==> config.mk <==
export PLATFORM = sky130hd
export DESIGN_NAME = spare_logic_array
export DESIGN_NICKNAME = d
export VERILOG_FILES = /design/src/rtl/spare_logic_array.sv
export SDC_FILE = /design/constraint.sdc
export NUM_CORES = 1
export LEC_CHECK = 0
export ABC_AREA = 0
export BUFFER_PORTS_ARGS = -buffer_cell sky130_fd_sc_hd__buf_2
export CAP_MARGIN = 15
export CORE_AREA = 10 10 92 78
export CTS_CLUSTER_SIZE = 16
export DETAILED_ROUTE_END_ITERATION = 10
export DIE_AREA = 0 0 102 88
export GPL_TIMING_DRIVEN = 0
export MAX_ROUTING_LAYER = met4
export REMOVE_ABC_BUFFERS = 1
export SETUP_SLACK_MARGIN = 0.2
export SLEW_MARGIN = 20
export SYNTH_ARGS = -nofsm -noshare
export SYNTH_HDL_FRONTEND = slang
export SYNTH_HIERARCHICAL = 1
export SYNTH_SLANG_ARGS = --single-unit
export TNS_END_PERCENT = 1
==> constraint.sdc <==
create_clock -name clk -period 3.6 [get_ports clk]
set_clock_uncertainty 0.1 [all_clocks]
set_input_delay 0.54 -clock clk [delete_from_list [all_inputs] [get_ports clk]]
set_output_delay 0.54 -clock clk [all_outputs]
set_load 0.01 [all_outputs]
==> src/rtl/spare_logic_array.sv <==
// spare_logic_array: ECO spare tie-low/inverter/flop inventory plus a serially loaded config register.
// Optional macro SPARE_CFG_PARITY_EN appends an even-parity bit to each frame and rejects mismatches.

module spare_tielo (
    output logic o_z
);
    assign o_z = 1'b0;
endmodule

module spare_inv (
    input  logic i_a,
    output logic o_y
);
    assign o_y = ~i_a;
endmodule

module spare_dff (
    input  logic clk,
    input  logic resetn,
    input  logic i_d,
    output logic o_q
);
    always_ff @(posedge clk or negedge resetn) begin
        if (!resetn) o_q <= 1'b0;
        else         o_q <= i_d;
    end
endmodule

// state  | meaning
// IDLE   | no frame in progress, cnt = 0
// SHIFT  | collecting serial bits into sr
// CHECK  | one cycle: judge length (and parity), queue the apply/reject
module spare_logic_array #(
    parameter int               N_CONST = 16,
    parameter int               N_INV   = 4,
    parameter int               N_FLOP  = 4,
    parameter int               CFG_W   = 8,
    parameter logic [CFG_W-1:0] CFG_RST = '0
) (
    input  logic               clk,
    input  logic               resetn,
    output logic [N_CONST-1:0] spare_xz,
    output logic [N_INV-1:0]   spare_xi,
    output logic [N_FLOP-1:0]  spare_xfq,
    input  logic               cfg_shift,
    input  logic               cfg_sdi,
    input  logic               cfg_strobe,
    output logic [CFG_W-1:0]   cfg_q,
    output logic               cfg_done,
    output logic               cfg_err,
    output logic               cfg_busy
);
`ifdef SPARE_CFG_PARITY_EN
    localparam int FL = CFG_W + 1;
`else
    localparam int FL = CFG_W;
`endif
    localparam int CNT_W = $clog2(FL + 2);

    // Every spare cell owns its own tie-low so any single input can be cut by an ECO.
    for (genvar g = 0; g < N_CONST; g++) begin : g_const
        spare_tielo u_tie (.o_z(spare_xz[g]));
    end

    for (genvar g = 0; g < N_INV; g++) begin : g_inv
        logic w_tie_a;
        spare_tielo u_tie (.o_z(w_tie_a));
        spare_inv   u_inv (.i_a(w_tie_a), .o_y(spare_xi[g]));
    end

    for (genvar g = 0; g < N_FLOP; g++) begin : g_flop
        logic w_tie_d;
        spare_tielo u_tie (.o_z(w_tie_d));
        spare_dff   u_dff (.clk(clk), .resetn(resetn), .i_d(w_tie_d), .o_q(spare_xfq[g]));
    end

    typedef enum logic [1:0] {S_IDLE, S_SHIFT, S_CHECK} state_t;

    state_t             r_state;
    state_t             w_state_nxt;
    logic [FL-1:0]      r_sr;
    logic [FL-1:0]      w_sr_nxt;
    logic [FL-1:0]      w_sr_shift;
    logic [CNT_W-1:0]   r_cnt;
    logic [CNT_W-1:0]   w_cnt_nxt;
    logic [CNT_W-1:0]   w_cnt_inc;
    logic               w_chk;
    logic               w_par_ok;
    logic               w_accept;
    logic               r_busy;
    logic               r_pend_acc;
    logic               r_pend_rej;
    logic [CFG_W-1:0]   r_pend_data;
    logic [CFG_W-1:0]   r_cfg_q;
    logic               r_done;
    logic               r_err;

    if (FL > 1) begin : g_sr_wide
        assign w_sr_shift = {r_sr[FL-2:0], cfg_sdi};
    end else begin : g_sr_one
        assign w_sr_shift = cfg_sdi;
    end

    // Saturating at FL+1 keeps an over-long frame distinguishable from a correct one.
    assign w_cnt_inc = (r_cnt == CNT_W'(FL + 1)) ? r_cnt : r_cnt + 1'b1;

`ifdef SPARE_CFG_PARITY_EN
    assign w_par_ok = ~^r_sr;
`else
    assign w_par_ok = 1'b1;
`endif

    assign w_accept = (r_cnt == CNT_W'(FL)) && w_par_ok;

    always_comb begin
        w_state_nxt = r_state;
        w_sr_nxt    = r_sr;
        w_cnt_nxt   = r_cnt;
        w_chk       = 1'b0;
        case (r_state)
            S_IDLE: begin
                if (cfg_strobe) begin
                    w_state_nxt = S_CHECK;
                end else if (cfg_shift) begin
                    w_state_nxt = S_SHIFT;
                    w_sr_nxt    = w_sr_shift;
                    w_cnt_nxt   = w_cnt_inc;
                end
            end
            S_SHIFT: begin
                if (cfg_strobe) begin
                    w_state_nxt = S_CHECK;
                end else if (cfg_shift) begin
                    w_sr_nxt  = w_sr_shift;
                    w_cnt_nxt = w_cnt_inc;
                end
            end
            S_CHECK: begin
                w_chk       = 1'b1;
                w_cnt_nxt   = '0;
                w_state_nxt = S_IDLE;
            end
            default: begin
                w_state_nxt = S_IDLE;
                w_cnt_nxt   = '0;
            end
        endcase
    end

    always_ff @(posedge clk or negedge resetn) begin
        if (!resetn) begin
            r_state <= S_IDLE;
            r_sr    <= '0;
            r_cnt   <= '0;
            r_busy  <= 1'b0;
        end else begin
            r_state <= w_state_nxt;
            r_sr    <= w_sr_nxt;
            r_cnt   <= w_cnt_nxt;
            r_busy  <= (w_state_nxt != S_IDLE);
        end
    end

    // The verdict is staged one cycle so the frame is applied two edges after the strobe.
    always_ff @(posedge clk or negedge resetn) begin
        if (!resetn) begin
            r_pend_acc  <= 1'b0;
            r_pend_rej  <= 1'b0;
            r_pend_data <= '0;
            r_cfg_q     <= CFG_RST;
            r_done      <= 1'b0;
            r_err       <= 1'b0;
        end else begin
            r_pend_acc <= w_chk && w_accept;
            r_pend_rej <= w_chk && !w_accept;
            if (w_chk) r_pend_data <= r_sr[FL-1 -: CFG_W];
            r_done <= r_pend_acc;
            if (r_pend_acc) begin
                r_cfg_q <= r_pend_data;
                r_err   <= 1'b0;
            end else if (r_pend_rej) begin
                r_err <= 1'b1;
            end
        end
    end

    assign cfg_q    = r_cfg_q;
    assign cfg_done = r_done;
    assign cfg_err  = r_err;
    assign cfg_busy = r_busy;

endmodule

**Word-level counts from Yosys, hierarchy flattened**

Index checks and enable logic that the tools add are counted.

- Add/sub/neg operators: 1
- Eq/ne operators: 7
- Mux-type cells: 11
- Bitwise logic cells: 1
- Reductions and logical operators: 9

Operators with widths:

| cell | number |
|---|---|
| two-way mux 4 bit | 4 |
| == test 4 bit (second input constant) | 2 |
| two-way mux 2 bit | 3 |
| AND reduction 3 bit | 2 |
| adder 4 x 1 -> 4 bit (second input constant) | 1 |
| != test 2 bit (second input constant) | 2 |
| case mux 2 bit (2 select lines) | 1 |
| nonzero test 2 bit | 2 |
| two-way mux 1 bit | 3 |
| == test 2 x 1 -> 1 bit (second input constant) | 1 |
| == test 2 bit (second input constant) | 1 |
| logical AND 1 bit | 2 |
| logical NOT 2 bit | 1 |
| != test 2 x 1 -> 1 bit (second input constant) | 1 |
| OR reduction 2 bit | 1 |
| logical NOT 1 bit | 1 |
| inverter 1 bit | 1 |

- Register bits after elaboration: 35
- Output and inout bits: 35
- Word-level logic and storage cells: 39

**Depth between registers and ports, before layout**

Gate-level depths: netlist (run 1).

- Depth after elaboration: 5
- Depth in mapped cells: 5
- Mapped depth without buffers: 4

**By module**

Netlist (run 1), hierarchy kept.

Modules (own cells, without submodules):

| module | times used | cells each | area an instance (um^2) | seq. area each (um^2) |
|---|---|---|---|---|
| spare_logic_array | 1 | 97 | 1,413.9 | 875.8 |
| spare_tielo | 24 | 2 | 11.3 | 0.0 |
| spare_dff | 4 | 1 | 25.0 | 25.0 |
| spare_inv | 4 | 1 | 3.8 | 0.0 |

**Least setup slack after synthesis (run 1)**

No wires, ideal clock.

- Path type: input -> register
- Start: in cfg_strobe
- End: reg r_cnt[0]
- Arrival: 1,260 ps
- Slack: 2,115 ps
- Stages: 3
- Buffers on the path: 0
- Cells stage by stage: nand2b_1 -> a21oi_1 -> mux2_2

- Longest elaborated chain between the ends: 2

RTL lines:

| what | RTL line | source |
|---|---|---|
| start: declaration | 47 | `input logic cfg_strobe,` |
| != test 2 bit (no source line) | -- |  |
| AND reduction 3 bit (no source line) | -- |  |
| end signal: assignment | 159 | `r_cnt <= w_cnt_nxt;` |
| end: declaration | 84 | `logic [CNT_W-1:0] r_cnt;` |

No other way between the ends.
A chain may end at the register's enable or synchronous reset.

**Worst setup path in the final report (run 1)**

- Start: reg r_cnt[1]
- End: reg r_cnt[0]

- Longest elaborated chain between the ends: 3

RTL lines:

| what | RTL line | source |
|---|---|---|
| == test 4 bit | 105 | `assign w_cnt_inc = (r_cnt == CNT_W'(FL + 1)) ? r_cnt : r_cnt + 1'b1;` |
| != test 2 bit (no source line) | -- |  |
| AND reduction 3 bit (no source line) | -- |  |

No other way between the ends.

==> results of run 1 <==
==> per-stage QoR <==
stage	total power (µW)	utilization (%)	area [µm²]	hold slack [ns]	setup WS, ns
floorplan	706	-	1590	0.144	2.12
global placement	747	33.0	1760	0.355	1.88
detailed placement	755	33.0	1760	0.368	1.86
CTS	1050	34.6	1850	0.283	2.06
global route	1090	34.6	1850	0.311	1.97
finish	1030	34.6	1850	0.252	2.06
==> final cells by class <==
cell class              instances  area share [%]
flip-flops and latches         39            52.8
inverters                       8            1.62
clock buffers                   6            3.93
repair buffers                 19            5.15
clock inverters                 2           0.677
multi-input cells              78            31.4
well taps                      65            4.40
==> report_power, final <==
part	total (µW)	internal [µW]	switching, µW
Sequential	583	528	55.7
Clock	285	135	150
Combinational	159	100	58.5
==> worst paths after layout <==
check                                 from             end  slack [ns]  cells after the start
worst max-delay path              r_cnt[1]        r_cnt[0]        2.06                      4
worst min-delay path                resetn  r_pend_data[7]        0.25                      1
worst max register to register    r_cnt[1]        r_cnt[0]        2.06                      4
worst min register to register  r_pend_rej         cfg_err        0.38                      2
max in group asynchronous           resetn        r_cnt[1]        2.61                      1
min in group clk                cfg_strobe      r_state[0]        0.33                      2
==> layer usage <==
| metal | vias up | global-route usage (%) | share of wire [%] |
|---|---|---|---|
| met5 | - | - | 0 |
| met3 | 5 | 3.94 | 8.2 |
| met1 | 420 | 7.93 | 49 |
| li1 | 419 | - | - |
| met2 | 34 | 9.78 | 41 |
| met4 | 0 | 3.07 | 1.8 |
==> critical path, stage by stage (launching register included) <==
cell and delay (ns):
dfrtp_1 0.40, inv_1 0.08, ha_1 0.17, a21oi_1 0.30, mux2_2 0.37
==> kinds of logic after synthesis <==
logic type	share of synthesized area (%)
AOI/OAI and AO/OA	1.95
adders and majority gates	2.09
buffers and inverters	13.5
DFF	54.2
muxes	17.9
other	5.01
and+or+nand+nor	5.36
==> synthesized netlist by cell type, types with 2 or more instances <==
| library cell | number |
|---|---|
| dfrtp_1 | 39 |
| mux2_2 | 17 |
| buf_2 | 2 |
| nand2b_1 | 2 |
| mux2_4 | 8 |
| nand2_1 | 3 |
| buf_6 | 2 |
| buf_4 | 24 |
| a21oi_1 | 4 |
| nor2_1 | 7 |
| ha_1 | 3 |
| inv_1 | 7 |
| nand3_1 | 2 |
| conb_1 | 24 |
==> sequential cells by signal, summed over array words and instances, names as in the netlist <==
name and flops:
r_state 2, cfg_busy 1, r_sr 8, cfg_q 8, cfg_err 1, r_pend_data 8, r_pend_acc 1, r_pend_rej 1
cfg_done 1, r_cnt 4, g_flop.u_dff/o_q 4
==> flow_summary.json, run 1 <==
{
  "status": "complete, no violations",
  "worstSkewPairLatency_ns": 0.29,
  "dp_cells": 209,
  "hp-class": "in2async",
  "fill_cells": 526,
  "antenna_cells": 0,
  "grt_pass1_vias": 1006,
  "synth_edf_count": 0,
  "coreArea_um2": 5350,
  "post-route-period-util_pct": 42.7,
  "drtPass1Iterations": 4,
  "route.detailed.drc": 0,
  "yosys_warnings": 6,
  "multiInputGateArea_um2": 581,
  "wl_mm": 2.73,
  "io_buffers": 19,
  "wl_per_cell_um": 12.6,
  "antenna_found_initial": 0,
  "ys_types": 23,
  "netlist_area_um2": 1800,
  "ant_nets": 0,
  "fin_crit_ns": 1.54,
  "clkTransAtPathRegs_ns": 0.08,
  "cts_tree": "done",
  "dieArea_um2": 8980,
  "synth_area_leaders": "dfrtp_1 54%, mux2_2 11%, buf_4 10%, mux2_4 6.7%, conb_1 5.0%",
  "ys.flop_type": "dfrtp_1",
  "power_density_nw_per_um2": 556,
  "final_common_cell": "dfrtp_1",
  "final_hold_viol_count": 0,
  "grt_pass1_wl_mm": 4.70,
  "register_area_um2": 976,
  "ys_ff_latch": 39,
  "p_leak_uw": 0.000927,
  "die_x_um": 102,
  "fmax_mhz": 651,
  "vias_per_cell": 4.05,
  "dp_hpwl_mm": 1.99,
  "initial_core_util_pct": 33.7,
  "path_class": "reg2reg",
  "critical_path_required_ns": 3.67,
  "cts.sinks": 39,
  "nets": 159,
  "async_flop_share_pct": 100,
  "drt_iter0_drc": 22,
  "post_cts_resized": 0,
  "yosysTopAreaCellShare_pct": 54.2,
  "dr_total_vias": 878,
  "syn_to_final_growth_pct": 2.71,
  "die_h_um": 88,
  "vdd_drop_max_mv": 0.133,
  "fin_setup_tns_ns": 0,
  "grt_overflow": 0,
  "routabilityCongestion": 0.762,
  "htree_levels": 2,
  "cts_hold_buf": 0,
  "ys_seq_area_share_pct": 54.2,
  "grt_use_total_pct": 6.97,
  "start_kind": "flip-flop",
  "post_cts_buffers": 0,
  "final_cells": 217,
  "crit_path_end_kind": "flip-flop",
  "grt_max_degree": 40,
  "drv_cap": 0,
  "io_pins": 40,
  "finalSetupViolCount": 0,
  "syn_avg_cell_area_um2": 11.8,
  "syn_inst": 153,
  "placementRows": 24,
  "layout_common_cells": "39 x dfrtp_1, 24 x conb_1, 19 x buf_2",
  "rsz0062_at_grt": "false",
  "clock_path_buffers": 2,
  "cp.arrival_ns": 1.61,
  "clockRootBuffer": "clkbuf_8",
  "critPathMaxFanout": 4,
  "cts_buffers": 5,
  "timing_worst_slew_pin_value_ns": 0.855,
  "yosysTopAreaCell": "dfrtp_1",
  "drive_gt1_share_pct": 34.9,
  "slew_viol_final": 0,
  "slew-limit-headroom_pct": 43.0
}
Note: power is estimated with default switching activity, not from simulation.
==> run 2, diff against run 1 <==
clock period = 1.4 ns   (was 3.6 ns; I/O delays follow)
==> flow_summary.json, run 2 (synthesized netlist as in run 1, its figures left out) <==
{
  "status": "complete, but fails checks",
  "violations": "negative hold slack",
  "timing.hold.ws_ns": -0.0776,
  "dp_hpwl_mm": 1.99,
  "grt_pass1_vias": 1071,
  "final_common_cell": "dfrtp_1",
  "layout_common_cells": "38 x dfrtp_1, 24 x conb_1, 19 x buf_2",
  "routabilityCongestion": 0.762,
  "clockRootBuffer": "clkbuf_8",
  "multiInputGateArea_um2": 596,
  "route.detailed.drc": 0,
  "timing_worst_slew_pin_value_ns": 0.857,
  "critPathMaxFanout": 8,
  "fin_crit_ns": 1.31,
  "start_kind": "flip-flop",
  "nets": 166,
  "cts_tree": "done",
  "drtPass1Iterations": 4,
  "vdd_drop_max_mv": 0.341,
  "power_density_nw_per_um2": 1400,
  "clkTransAtPathRegs_ns": 0.08,
  "die_x_um": 102,
  "syn_to_final_growth_pct": 6.68,
  "final_cells": 224,
  "vias_per_cell": 4.10,
  "cts_buffers": 5,
  "antenna_cells": 0,
  "fin_setup_tns_ns": 0,
  "io_buffers": 19,
  "slew-limit-headroom_pct": 42.9,
  "worstPathCellList": "inv_2, and3_4, mux2_4",
  "post-route-period-util_pct": 93.8,
  "rsz0062_at_grt": "true",
  "hp-class": "in2async",
  "reg2reg_from": "r_state[1]",
  "final_hold_viol_count": 39,
  "slew_viol_final": 0,
  "pre_cts_ws_ns": -0.129,
  "fmax_mhz": 761,
  "antenna_found_initial": 0,
  "crit_path_end_kind": "flip-flop",
  "timing.rr.end": "r_sr[0]",
  "io_pins": 40,
  "coreArea_um2": 5350,
  "dieArea_um2": 8980,
  "slowest_stage": "dfrtp_2",
  "finalSetupViolCount": 0,
  "wl_mm": 2.85,
  "slowest_delay_ns": 0.44,
  "ff2ff_path_depth": 3,
  "cp.arrival_ns": 1.39,
  "reg2reg_setup_slack_ns": 0.09,
  "die_h_um": 88,
  "final_core_util_pct": 35.9,
  "critPathBufInv": 1,
  "fin_ws_ns": 0.0864,
  "register_area_um2": 977,
  "dp_cells": 209,
  "path_class": "reg2reg",
  "grt_pass1_wl_mm": 4.96,
  "drive_gt1_share_pct": 40.3,
  "placementRows": 24,
  "dr_total_vias": 919,
  "drt_iter0_drc": 14,
  "grt_max_degree": 40,
  "p_leak_uw": 0.000961,
  "grt_use_total_pct": 7.34,
  "clock_path_buffers": 2,
  "ant_nets": 0,
  "initial_core_util_pct": 33.7,
  "critical_path_required_ns": 1.48,
  "htree_levels": 2,
  "drv_cap": 0,
  "cts_hold_buf": 1,
  "worstSkewPairLatency_ns": 0.29,
  "grt_overflow": 0,
  "cts.sinks": 39,
  "critPathTopFamily": "flip-flops",
  "fill_cells": 527,
  "wl_per_cell_um": 12.7
}
run 2: routing by layer:
layer / wire (µm) / global-route usage, %
met5: 0 / -
met4: 50 / 3.07
met3: 232 / 3.94
met2: 1230 / 10.7
met1: 1340 / 8.21
run 2: worst max path at each step:
| stage | cells past startpoint | start | endpoint |
|---|---|---|---|
| 2_1_floorplan | 3 | r_cnt[0] | r_cnt[0] |
| 3_3_place_gp | 2 | r_state[1] | r_pend_data[3] |
| 3_5_place_dp | 4 | r_cnt[1] | r_cnt[0] |
| 4_1_cts | 3 | r_state[1] | r_sr[0] |
| 5_1_grt | 3 | r_state[1] | r_sr[0] |
| 6_report | 3 | r_state[1] | r_sr[0] |
run 2: timing repair:
item,CTS,global route
hold endpoints to repair,40,36
resized for setup,4,2
pin swaps,1,1
buffers inserted,6,0
endpoints found under the setup margin,29,28
run 2: through the flow:
step / total power (µW) / cell area (µm²)
after floorplan: 1820 / 1590
after global placement: 1920 / 1760
after detailed placement: 1940 / 1760
after CTS: 2730 / 1910
after global routing: 2850 / 1920
final: 2680 / 1920
run 2: power by group:
group / leakage [µW] / internal (µW) / switching, µW
logic: 0.000426 / 284 / 167
clock network: 0.0000412 / 348 / 391
registers: 0.000494 / 1360 / 135
total: 0.000961 / 1990 / 693
run 2: area by class of cell:
class / instances / share of cell area [%]
clock inverter: 2 / 0.652
timing repair buffer: 26 / 7.82
clock buffer: 6 / 3.78
tap: 65 / 4.24
inverter: 8 / 1.56
sequential: 39 / 50.9
multi-input combinational: 78 / 31.0
==> run 3, diff against run 2 <==
CELL_PAD_IN_SITES_DETAIL_PLACEMENT = 0   (was not set)
CELL_PAD_IN_SITES_GLOBAL_PLACEMENT = 1   (was not set)
PLACE_DENSITY_LB_ADDON = 0.1   (was not set)
==> flow_summary.json, run 3 (synthesized netlist as in run 1, its figures left out) <==
{
  "wl_per_cell_um": 12.8,
  "crit_cells": 3,
  "clock_path_buffers": 2,
  "rsz0062_at_grt": "true",
  "clockRootBuffer": "clkbuf_8",
  "cts_buffers": 5,
  "vdd_drop_max_mv": 0.583,
  "crit_path_end_kind": "flip-flop",
  "drive_gt1_share_pct": 41.3,
  "grt_pass1_wl_mm": 4.82,
  "coreArea_um2": 5350,
  "initial_core_util_pct": 33.7,
  "antenna_cells": 0,
  "power_density_nw_per_um2": 1380,
  "hp-class": "in2async",
  "reg2reg_setup_slack_ns": 0.1,
  "critPathMaxFanout": 8,
  "grt_max_degree": 40,
  "clkTransAtPathRegs_ns": 0.07,
  "critPathTopFamily": "flip-flops",
  "grt_use_total_pct": 7.14,
  "status": "complete, but fails checks",
  "final_common_cell": "dfrtp_1",
  "worstPathCellList": "inv_2, and3_4, mux2_4",
  "dr_total_vias": 910,
  "timing.rr.end": "r_sr[2]",
  "critical_path_required_ns": 1.47,
  "io_pins": 40,
  "placementRows": 24,
  "grt_overflow": 0,
  "fin_total_pwr_uw": 2680,
  "grt_pass1_vias": 1007,
  "timing_worst_slew_pin_value_ns": 0.861,
  "ff2ff_path_depth": 3,
  "path_class": "reg2reg",
  "fill_cells": 531,
  "layout_common_cells": "38 x dfrtp_1, 24 x conb_1, 19 x buf_2",
  "slowest_stage": "dfrtp_2",
  "die_h_um": 88,
  "wl_mm": 2.87,
  "syn_to_final_growth_pct": 7.51,
  "dieArea_um2": 8980,
  "io_buffers": 19,
  "ant_nets": 0,
  "route.detailed.drc": 0,
  "drt_iter0_drc": 16,
  "timing.hold.ws_ns": -0.0638,
  "cts_tree": "done",
  "vias_per_cell": 4.04,
  "final_cells": 225,
  "dpl_cell_area_um2": 1760,
  "final_hold_viol_count": 39,
  "routabilityCongestion": 0.675,
  "antenna_found_initial": 0,
  "critPathBufInv": 1,
  "reg2reg_from": "r_state[1]",
  "worstSkewPairLatency_ns": 0.28,
  "fmax_mhz": 769,
  "final_core_util_pct": 36.2,
  "start_kind": "flip-flop",
  "drv_cap": 0,
  "cts.sinks": 39,
  "slowest_delay_ns": 0.44,
  "die_x_um": 102,
  "slew-limit-headroom_pct": 42.6,
  "nets": 167,
  "finalSetupViolCount": 0,
  "cp.arrival_ns": 1.37,
  "violations": "negative hold slack",
  "post-route-period-util_pct": 92.9,
  "p_leak_uw": 0.000967,
  "dp_hpwl_mm": 2.00,
  "fin_crit_ns": 1.30,
  "drtPass1Iterations": 4,
  "finalInstanceArea_um2": 1930,
  "htree_levels": 2,
  "slew_viol_final": 0,
  "dp_cells": 209
}
run 3: metal layers:
metal	up-vias	GRT usage, %	wire length, µm
met5	-	-	0
met4	0	2.30	18
met3	2	2.99	170
met2	35	10.7	1220
met1	441	8.48	1470
li1	432	-	-
run 3: power by group:
group	switching [µW]	internal (µW)
Clock	375	348
Sequential	138	1360
Combinational	171	289
run 3: worst max path at each step:
| stage | start | to | slack [ns] |
|---|---|---|---|
| global route | r_state[1] | r_sr[0] | 0.07 |
| detailed placement | r_state[1] | r_pend_data[1] | -0.16 |
| global placement | r_state[1] | r_pend_data[3] | -0.16 |
| CTS | r_state[1] | r_sr[2] | 0.09 |
| floorplan | r_cnt[0] | r_cnt[0] | 0.002 |
| finish | r_state[1] | r_sr[2] | 0.1 |
run 3: cell type report:
type	count	area, µm²	share of cell area, %
flip-flops and latches	39	977	50.5
inverters	8	30.0	1.55
clock inverters	2	12.5	0.647
clock buffers	6	72.6	3.75
multi-input cells	78	603	31.2
repair buffers	27	158	8.15
well taps	65	81.3	4.20
run 3: metrics by stage:
step,setup TNS (ns),setup WS [ns]
after floorplan,0,0.00198
after global placement,-1.46,-0.161
after detailed placement,-1.54,-0.163
after CTS,0,0.0949
after global routing,0,0.0704
final,0,0.0989
run 3: repair_timing:
action / 4_1_cts / 5_1_grt
setup buffers: 6 / 1
endpoints found under the hold margin: 40 / 0
hold buffers: 1 / 0
gates resized for setup: 7 / 1
endpoints found under the setup margin: 29 / 28
pin swaps: 1 / 0
